`config.mk`:
```
export PLATFORM = sky130hd
export DESIGN_NAME = ps2_host_tx
export DESIGN_NICKNAME = d
export VERILOG_FILES = /design/src/rtl/ps2_host_tx.sv
export SDC_FILE = /design/constraint.sdc
export NUM_CORES = 1
export LEC_CHECK = 0
export ABC_CLOCK_PERIOD_IN_PS = 3150
export CAP_MARGIN = 0
export CORE_MARGIN = 2
export CORE_UTILIZATION = 47
export DETAILED_ROUTE_END_ITERATION = 7
export GPL_TIMING_DRIVEN = 0
export PLACE_DENSITY = 0.66
export REMOVE_ABC_BUFFERS = 1
export SYNTH_ARGS = -nofsm -noshare
export SYNTH_HDL_FRONTEND = slang
export SYNTH_SLANG_ARGS = --single-unit
```
`constraint.sdc`:
```
create_clock -name clk -period 3.15 [get_ports clk]
set_input_delay 0.945 -clock clk [delete_from_list [all_inputs] [get_ports clk]]
set_output_delay 0.945 -clock clk [all_outputs]
set_load 0.03 [all_outputs]
```
`src/rtl/ps2_host_tx.sv`:
```
// PS/2 host-to-device transmitter.
// Sends one command byte to the attached keyboard using the host-initiated
// protocol: request-to-send (clock held low), start bit, eight data bits LSB
// first, odd parity, stop bit, then the device ACK. Both lines are driven
// open-drain: the block only asserts "pull low" requests, and the top level
// turns them into tristate buffers shared with the PS/2 receive port.
// rx_en gates the receiver off for the whole transmit.
// FILTER_LEN must be at least 1; TIMEOUT_CYCLES and RTS_CYCLES at least 1.
module ps2_host_tx #(
    parameter int RTS_CYCLES     = 10000,
    parameter int FILTER_LEN     = 8,
    parameter int TIMEOUT_CYCLES = 2000000
) (
    input  logic       clk,
    input  logic       reset,
    input  logic       wr_ps2,
    input  logic [7:0] din,
    input  logic       ps2c_in,
    input  logic       ps2d_in,
    output logic       ps2c_drv_low,
    output logic       ps2d_drv_low,
    output logic       rx_en,
    output logic       tx_idle,
    output logic       tx_done_tick,
    output logic       tx_err_tick
);

    // One timer serves both the request-to-send hold and the edge timeout,
    // so it is sized for whichever of the two is longer.
    localparam int TIMER_MAX = (RTS_CYCLES > TIMEOUT_CYCLES) ? RTS_CYCLES : TIMEOUT_CYCLES;
    localparam int TW        = $clog2(TIMER_MAX + 1);

    localparam logic [TW-1:0] RTS_LAST  = TW'(RTS_CYCLES - 1);
    localparam logic [TW-1:0] TIMEOUT_T = TW'(TIMEOUT_CYCLES);

    typedef enum logic [2:0] {
        IDLE,
        RTS,
        START,
        DATA,
        STOP,
        WAIT_REL
    } state_t;

    // ------------------------------------------------------------------
    // ps2c glitch filter and falling-edge detector
    // ------------------------------------------------------------------
    logic [FILTER_LEN-1:0] filt_reg;
    logic [FILTER_LEN-1:0] filt_shift;
    logic [FILTER_LEN:0]   filt_cat;
    logic                  f_ps2c_reg;
    logic                  f_ps2c_next;
    logic                  fall_edge;

    // Shift the newest ps2c sample in at the top; the filtered level only
    // moves once every sample in the window agrees.
    always_comb begin
        // NOTE: every signal assigned in a combinational block gets a default
        // first, so no path leaves it unassigned and no latch is inferred.
        filt_cat    = {ps2c_in, filt_reg};
        filt_shift  = filt_cat[FILTER_LEN:1];
        f_ps2c_next = f_ps2c_reg;
        if (filt_reg == {FILTER_LEN{1'b1}}) begin
            f_ps2c_next = 1'b1;
        end else if (filt_reg == {FILTER_LEN{1'b0}}) begin
            f_ps2c_next = 1'b0;
        end
    end

    // Filter window and filtered level; both start at the released (high) level.
    always_ff @(posedge clk or negedge reset) begin
        // NOTE: sequential state is written with non-blocking assignments so
        // every register sees the pre-edge values of the others.
        if (!reset) begin
            filt_reg   <= {FILTER_LEN{1'b1}};
            f_ps2c_reg <= 1'b1;
        end else begin
            filt_reg   <= filt_shift;
            f_ps2c_reg <= f_ps2c_next;
        end
    end

    // One-cycle pulse on a filtered high-to-low transition of the device clock.
    assign fall_edge = f_ps2c_reg & ~f_ps2c_next;

    // ------------------------------------------------------------------
    // Transmit FSM
    // ------------------------------------------------------------------
    state_t          state_reg, state_next;
    logic [TW-1:0]   t_reg, t_next;
    logic [3:0]      n_reg, n_next;
    logic [8:0]      sr_reg, sr_next;
    logic            c_drv_reg, c_drv_next;
    logic            d_drv_reg, d_drv_next;
    logic            timed_out;

    // State, timer, bit counter, shift register and registered line drivers.
    // A reset in mid-frame releases both lines at once and abandons the frame.
    always_ff @(posedge clk or negedge reset) begin
        if (!reset) begin
            state_reg <= IDLE;
            t_reg     <= '0;
            n_reg     <= '0;
            sr_reg    <= '0;
            c_drv_reg <= 1'b0;
            d_drv_reg <= 1'b0;
        end else begin
            state_reg <= state_next;
            t_reg     <= t_next;
            n_reg     <= n_next;
            sr_reg    <= sr_next;
            c_drv_reg <= c_drv_next;
            d_drv_reg <= d_drv_next;
        end
    end

    assign timed_out = (t_reg == TIMEOUT_T);

    // Next-state logic: line drivers change on the filtered falling edge so the
    // device samples stable data on its following rising edge.
    always_comb begin
        state_next   = state_reg;
        t_next       = t_reg;
        n_next       = n_reg;
        sr_next      = sr_reg;
        c_drv_next   = c_drv_reg;
        d_drv_next   = d_drv_reg;
        tx_idle      = 1'b0;
        rx_en        = 1'b0;
        tx_done_tick = 1'b0;
        tx_err_tick  = 1'b0;

        unique case (state_reg)
            IDLE: begin
                tx_idle    = 1'b1;
                rx_en      = 1'b1;
                c_drv_next = 1'b0;
                d_drv_next = 1'b0;
                if (wr_ps2) begin
                    // Odd parity: parity bit is 1 when din has an even count of 1s.
                    sr_next    = {~^din, din};
                    t_next     = '0;
                    n_next     = '0;
                    c_drv_next = 1'b1;
                    state_next = RTS;
                end
            end

            RTS: begin
                // Clock held low for exactly RTS_CYCLES cycles, then the start
                // bit goes out on the data line as the clock is released.
                if (t_reg == RTS_LAST) begin
                    c_drv_next = 1'b0;
                    d_drv_next = 1'b1;
                    t_next     = '0;
                    state_next = START;
                end else begin
                    t_next = t_reg + TW'(1);
                end
            end

            START: begin
                if (fall_edge) begin
                    d_drv_next = ~sr_reg[0];
                    sr_next    = {1'b0, sr_reg[8:1]};
                    n_next     = 4'd1;
                    t_next     = '0;
                    state_next = DATA;
                end else if (timed_out) begin
                    c_drv_next  = 1'b0;
                    d_drv_next  = 1'b0;
                    tx_err_tick = 1'b1;
                    state_next  = IDLE;
                end else begin
                    t_next = t_reg + TW'(1);
                end
            end

            DATA: begin
                if (fall_edge) begin
                    t_next = '0;
                    if (n_reg == 4'd9) begin
                        // Data and parity are out; release for the stop bit.
                        d_drv_next = 1'b0;
                        state_next = STOP;
                    end else begin
                        d_drv_next = ~sr_reg[0];
                        sr_next    = {1'b0, sr_reg[8:1]};
                        n_next     = n_reg + 4'd1;
                    end
                end else if (timed_out) begin
                    c_drv_next  = 1'b0;
                    d_drv_next  = 1'b0;
                    tx_err_tick = 1'b1;
                    state_next  = IDLE;
                end else begin
                    t_next = t_reg + TW'(1);
                end
            end

            STOP: begin
                if (fall_edge) begin
                    t_next = '0;
                    if (!ps2d_in) begin
                        state_next = WAIT_REL;
                    end else begin
                        // Device did not pull data low: no acknowledge.
                        tx_err_tick = 1'b1;
                        state_next  = IDLE;
                    end
                end else if (timed_out) begin
                    c_drv_next  = 1'b0;
                    d_drv_next  = 1'b0;
                    tx_err_tick = 1'b1;
                    state_next  = IDLE;
                end else begin
                    t_next = t_reg + TW'(1);
                end
            end

            WAIT_REL: begin
                // Wait for the device to let go of both lines after its ACK.
                if (f_ps2c_reg && ps2d_in) begin
                    tx_done_tick = 1'b1;
                    state_next   = IDLE;
                end else if (timed_out) begin
                    c_drv_next  = 1'b0;
                    d_drv_next  = 1'b0;
                    tx_err_tick = 1'b1;
                    state_next  = IDLE;
                end else begin
                    t_next = t_reg + TW'(1);
                end
            end

            default: begin
                c_drv_next = 1'b0;
                d_drv_next = 1'b0;
                state_next = IDLE;
            end
        endcase
    end

    assign ps2c_drv_low = c_drv_reg;
    assign ps2d_drv_low = d_drv_reg;

endmodule
```
==> impl_results.md <==
- Status: finished clean
- Overflow after GRT: 0
- Clock root buffer: clkbuf_8
- Async set or reset register ratio after synthesis: 100.0%
- TritonCTS clock tree: yes
- Critical path class: primary input to output pin
- Adder-Cell Fraction of Synth Area: 1.842%
- Number of buffers created by CTS: 5
- Final core occ: 55.67%
- Number of max-slew violations in the final report: 0
- Total Wirelength: 5769 µm
- Flop-to-flop setup slack: 620 ps
- Per-cell via count in the routed design: 5.883
- List of cells traversed by the critical path: dlygate4sd2_1 -> a31o_2 -> a21oi_1 -> nand2_1 -> o2bb2ai_2 -> buf_6
- Largest family of logic cells by synthesized area: simple AND/OR/NAND/NOR gates
- DRC violation total after the first TritonRoute iteration: 198
- Final net count: 329
- Worst-path maximum fanout: 6
- Ports: 19
- Width of the chip: 80.02 µm
- Starting density of the core: 49.03%
- Final critical delay including setup and external delays: 3102 ps
- Endpoints failing hold: 0
- Insertion delay to the later sink of the worst-skew pair: 300 ps
- Power density relative to cell area: 612.2 nW/µm²
- Worst max-slew margin expressed relative to the limit: 47.78%
- Data arrival at the endpoint of the critical path: 2160 ps
- Leakage power of the design: 1.325 nW
- Synthesized area per cell: 9.177 µm²
- CTS clock-pin slew for the worst setup and hold paths: 90 ps
- Fill cell count: 540
- Number of iterations in the first detailed-routing pass: 5
- # hold bufs at CTS: 0
- Routed len/inst: 14.98 µm
- Multi-input combinational cell area: 1449 µm²
- Die outline height: 80.02 µm
- Clock H-tree levels: 2
- Slack of the critical path: 48.35 ps
- Max Clock Freq: 322.4 MHz
- Biggest cell delay along the critical path: 310 ps
- Sequential area share after synthesis: 44.63%
- First-pass GRT wire length: 9977 µm
- Clock tree buffer depth: 2
- Flip-flop count of the largest register after layout: 21
- Ranking of synthesized cells by area: dfrtp_1, dfstp_2, nand2_1
- Cell count after placement: 376
- Data required, critical path: 2200 ps
- Number of buffers added on ports: 18
- Transition time at the pin with the least slew margin: 776.1 ps
- Routability-driven placement congestion ratio: 0.9432
- Startpoint kind of the worst setup timing path: primary input
- Final count of negative-setup-slack endpoints: 0
- Post-synthesis compound-gate area fraction: 17.73%
- Hold Path Class: register to register
- Layout cell share with drive strength beyond 1: 12.14%
- Post-synth top area share: 35.93%
- Basic-gate share of the synthesized area counting and, or, nand and nor cells: 24.27%
- Total routing resource utilization after global routing: 20.04%
- Area of the mapped netlist: 2716 µm²
- Post-synth EDFFs: 0
- Setup Skew: 5.083 ps
- Total number of vias: 2265
- Count of standard-cell rows: 27
- Area of the core: 5540 µm²
- Most common library cells after synthesis: dfrtp_1, nand2_1, nor2_1
- Slowest stage cell on the critical path: dlygate4sd2_1
- Worst setup path endpoint: tx_err_tick
- Share of the clock period used by the worst path: 98.47%
- Worst r2r dst: t_reg[3]
- Synth-to-layout area growth: 13.54%
- Reg2reg start: t_reg[0]
- Number of antenna repair diodes: 0
- DIE AREA: 6403 µm²
- Final HPWL DP: 4153 µm
- Setup WS pre-CTS: -728.0 ps
- Count of yosys warnings during synthesis: 0
- Initial antenna violation count: 0
- Post-synthesis share of cell area spent on xor and xnor gates: 5.159%
- Category of the worst setup path capture point: output pin
- Cell type contributing the most total cell area after synthesis: dfrtp_1
- Count leader, synth: dfrtp_1
- Number of synthesized register bits: 48
- Post-detailed-route count of antenna-violating nets: 0
- Storage cell area: 1214 µm²
- Count of max-cap constraint violations: 0
- Leading register cell type out of synthesis: dfrtp_1
- R2R depth: 7
- Number of global-route vias before repair: 2078
- Count of non-filler cells in the finished layout: 385
- Number of instances in the synthesized netlist: 296
- Fraction of synthesized area in multiplexers: 3.316%
- Crit path launch: ps2d_in
- Largest net degree at the start of global routing: 26
- Max VDD drop: 0.0003113 V
- TritonCTS sink count: 48
- Number of design rule violations left after detail routing: 0
- Count of unique library cells instantiated by Yosys: 57
worst max-delay path, delay by kind of cell:
family,cells,cell delay [ps]
AO/OA/AOI/OAI,3,630
buffers and inverters,2,460
AND/OR/NAND/NOR,1,110
stage by stage:
stage | hold slack [ps] | setup TNS (ps) | power, mW | instance area, µm²
after CTS | 377.6 | 0 | 1.892 | 3044
after global placement | 362.4 | -12380 | 1.426 | 2927
after global routing | 393.8 | -5.195 | 2.026 | 3084
after floorplan | 360.3 | -190.2 | 1.255 | 2656
after detailed placement | 364.4 | -2192 | 1.444 | 2942
final | 385.3 | 0 | 1.888 | 3084
cell usage in the layout (no fill, tap or decap), drive strengths merged, types with 2 or more instances in the layout:
cell           Yosys  layout
a21o               5       5
a21oi             21      21
a22o               4       4
a31oi              7       7
a41oi              2       2
and2               4       4
and3               4       4
buf                8       4
clkbuf             3       6
clkdlybuf4s50      0      14
dfrtp             39      39
dfstp              9       9
dlygate4sd2        0       2
ha                 4       4
inv                6       6
mux2i              9       9
nand2             35      35
nand2b             2       2
nand3             14      14
nand3b             2       2
nand4             11      11
nor2              32      32
nor3               6       6
nor4               7       7
nor4b              2       2
o21ai             20      20
o31ai              5       5
or3                2       2
or4                2       2
xnor2              9       9
xor2               7       7
layer usage:
layer	wire length, µm	GRT usage [%]
met5	0	0
met4	65	7.119
met3	296	4.072
met2	2573	30.08
met1	2833	28.62
how the worst min path moves through the flow:
| stage | from | end | slack [ps] | depth (start not counted) |
|---|---|---|---|---|
| 6_report | filt_reg[7] | filt_reg[6] | 390 | 0 |
| 5_1_grt | filt_reg[6] | filt_reg[5] | 390 | 0 |
| 4_1_cts | filt_reg[6] | filt_reg[5] | 380 | 0 |
| 3_5_place_dp | filt_reg[6] | filt_reg[5] | 360 | 0 |
| 3_3_place_gp | filt_reg[6] | filt_reg[5] | 360 | 0 |
| 2_1_floorplan | filt_reg[2] | filt_reg[1] | 360 | 0 |
cells by family (layout without fill, tap and decap cells):
| kind of cell | Yosys count | count (layout) |
|---|---|---|
| AOI/OAI and AO/OA | 74 | 74 |
| and+or+nand+nor | 128 | 128 |
| adders and majority gates | 4 | 4 |
| buffers and inverters | 17 | 34 |
| xor gates and xnor gates | 16 | 16 |
| muxes | 9 | 9 |
| DFF | 48 | 48 |
where the power goes:
group	leakage (nW)	internal, mW	switching, mW
logic	0.660	0.247	0.336
registers	0.609	0.739	0.117
clock network	0.0552	0.236	0.213
total	1.32	1.22	0.666
timing repair:
item | in CTS | in global routing
resized for setup | 8 | 7
setup buffers | 0 | 1
setup endpoints to repair | 3 | 4
pin swaps | 0 | 1
layout make-up:
class | count | area share [%]
Clock inverter | 2 | 1.136
Timing Repair Buffer | 20 | 6.531
Multi-Input combinational cell | 231 | 46.98
Clock buffer | 6 | 2.353
Sequential cell | 48 | 39.35
Inverter | 6 | 0.7302
Tap cell | 72 | 2.921
Note: power is estimated with default switching activity, not from simulation.
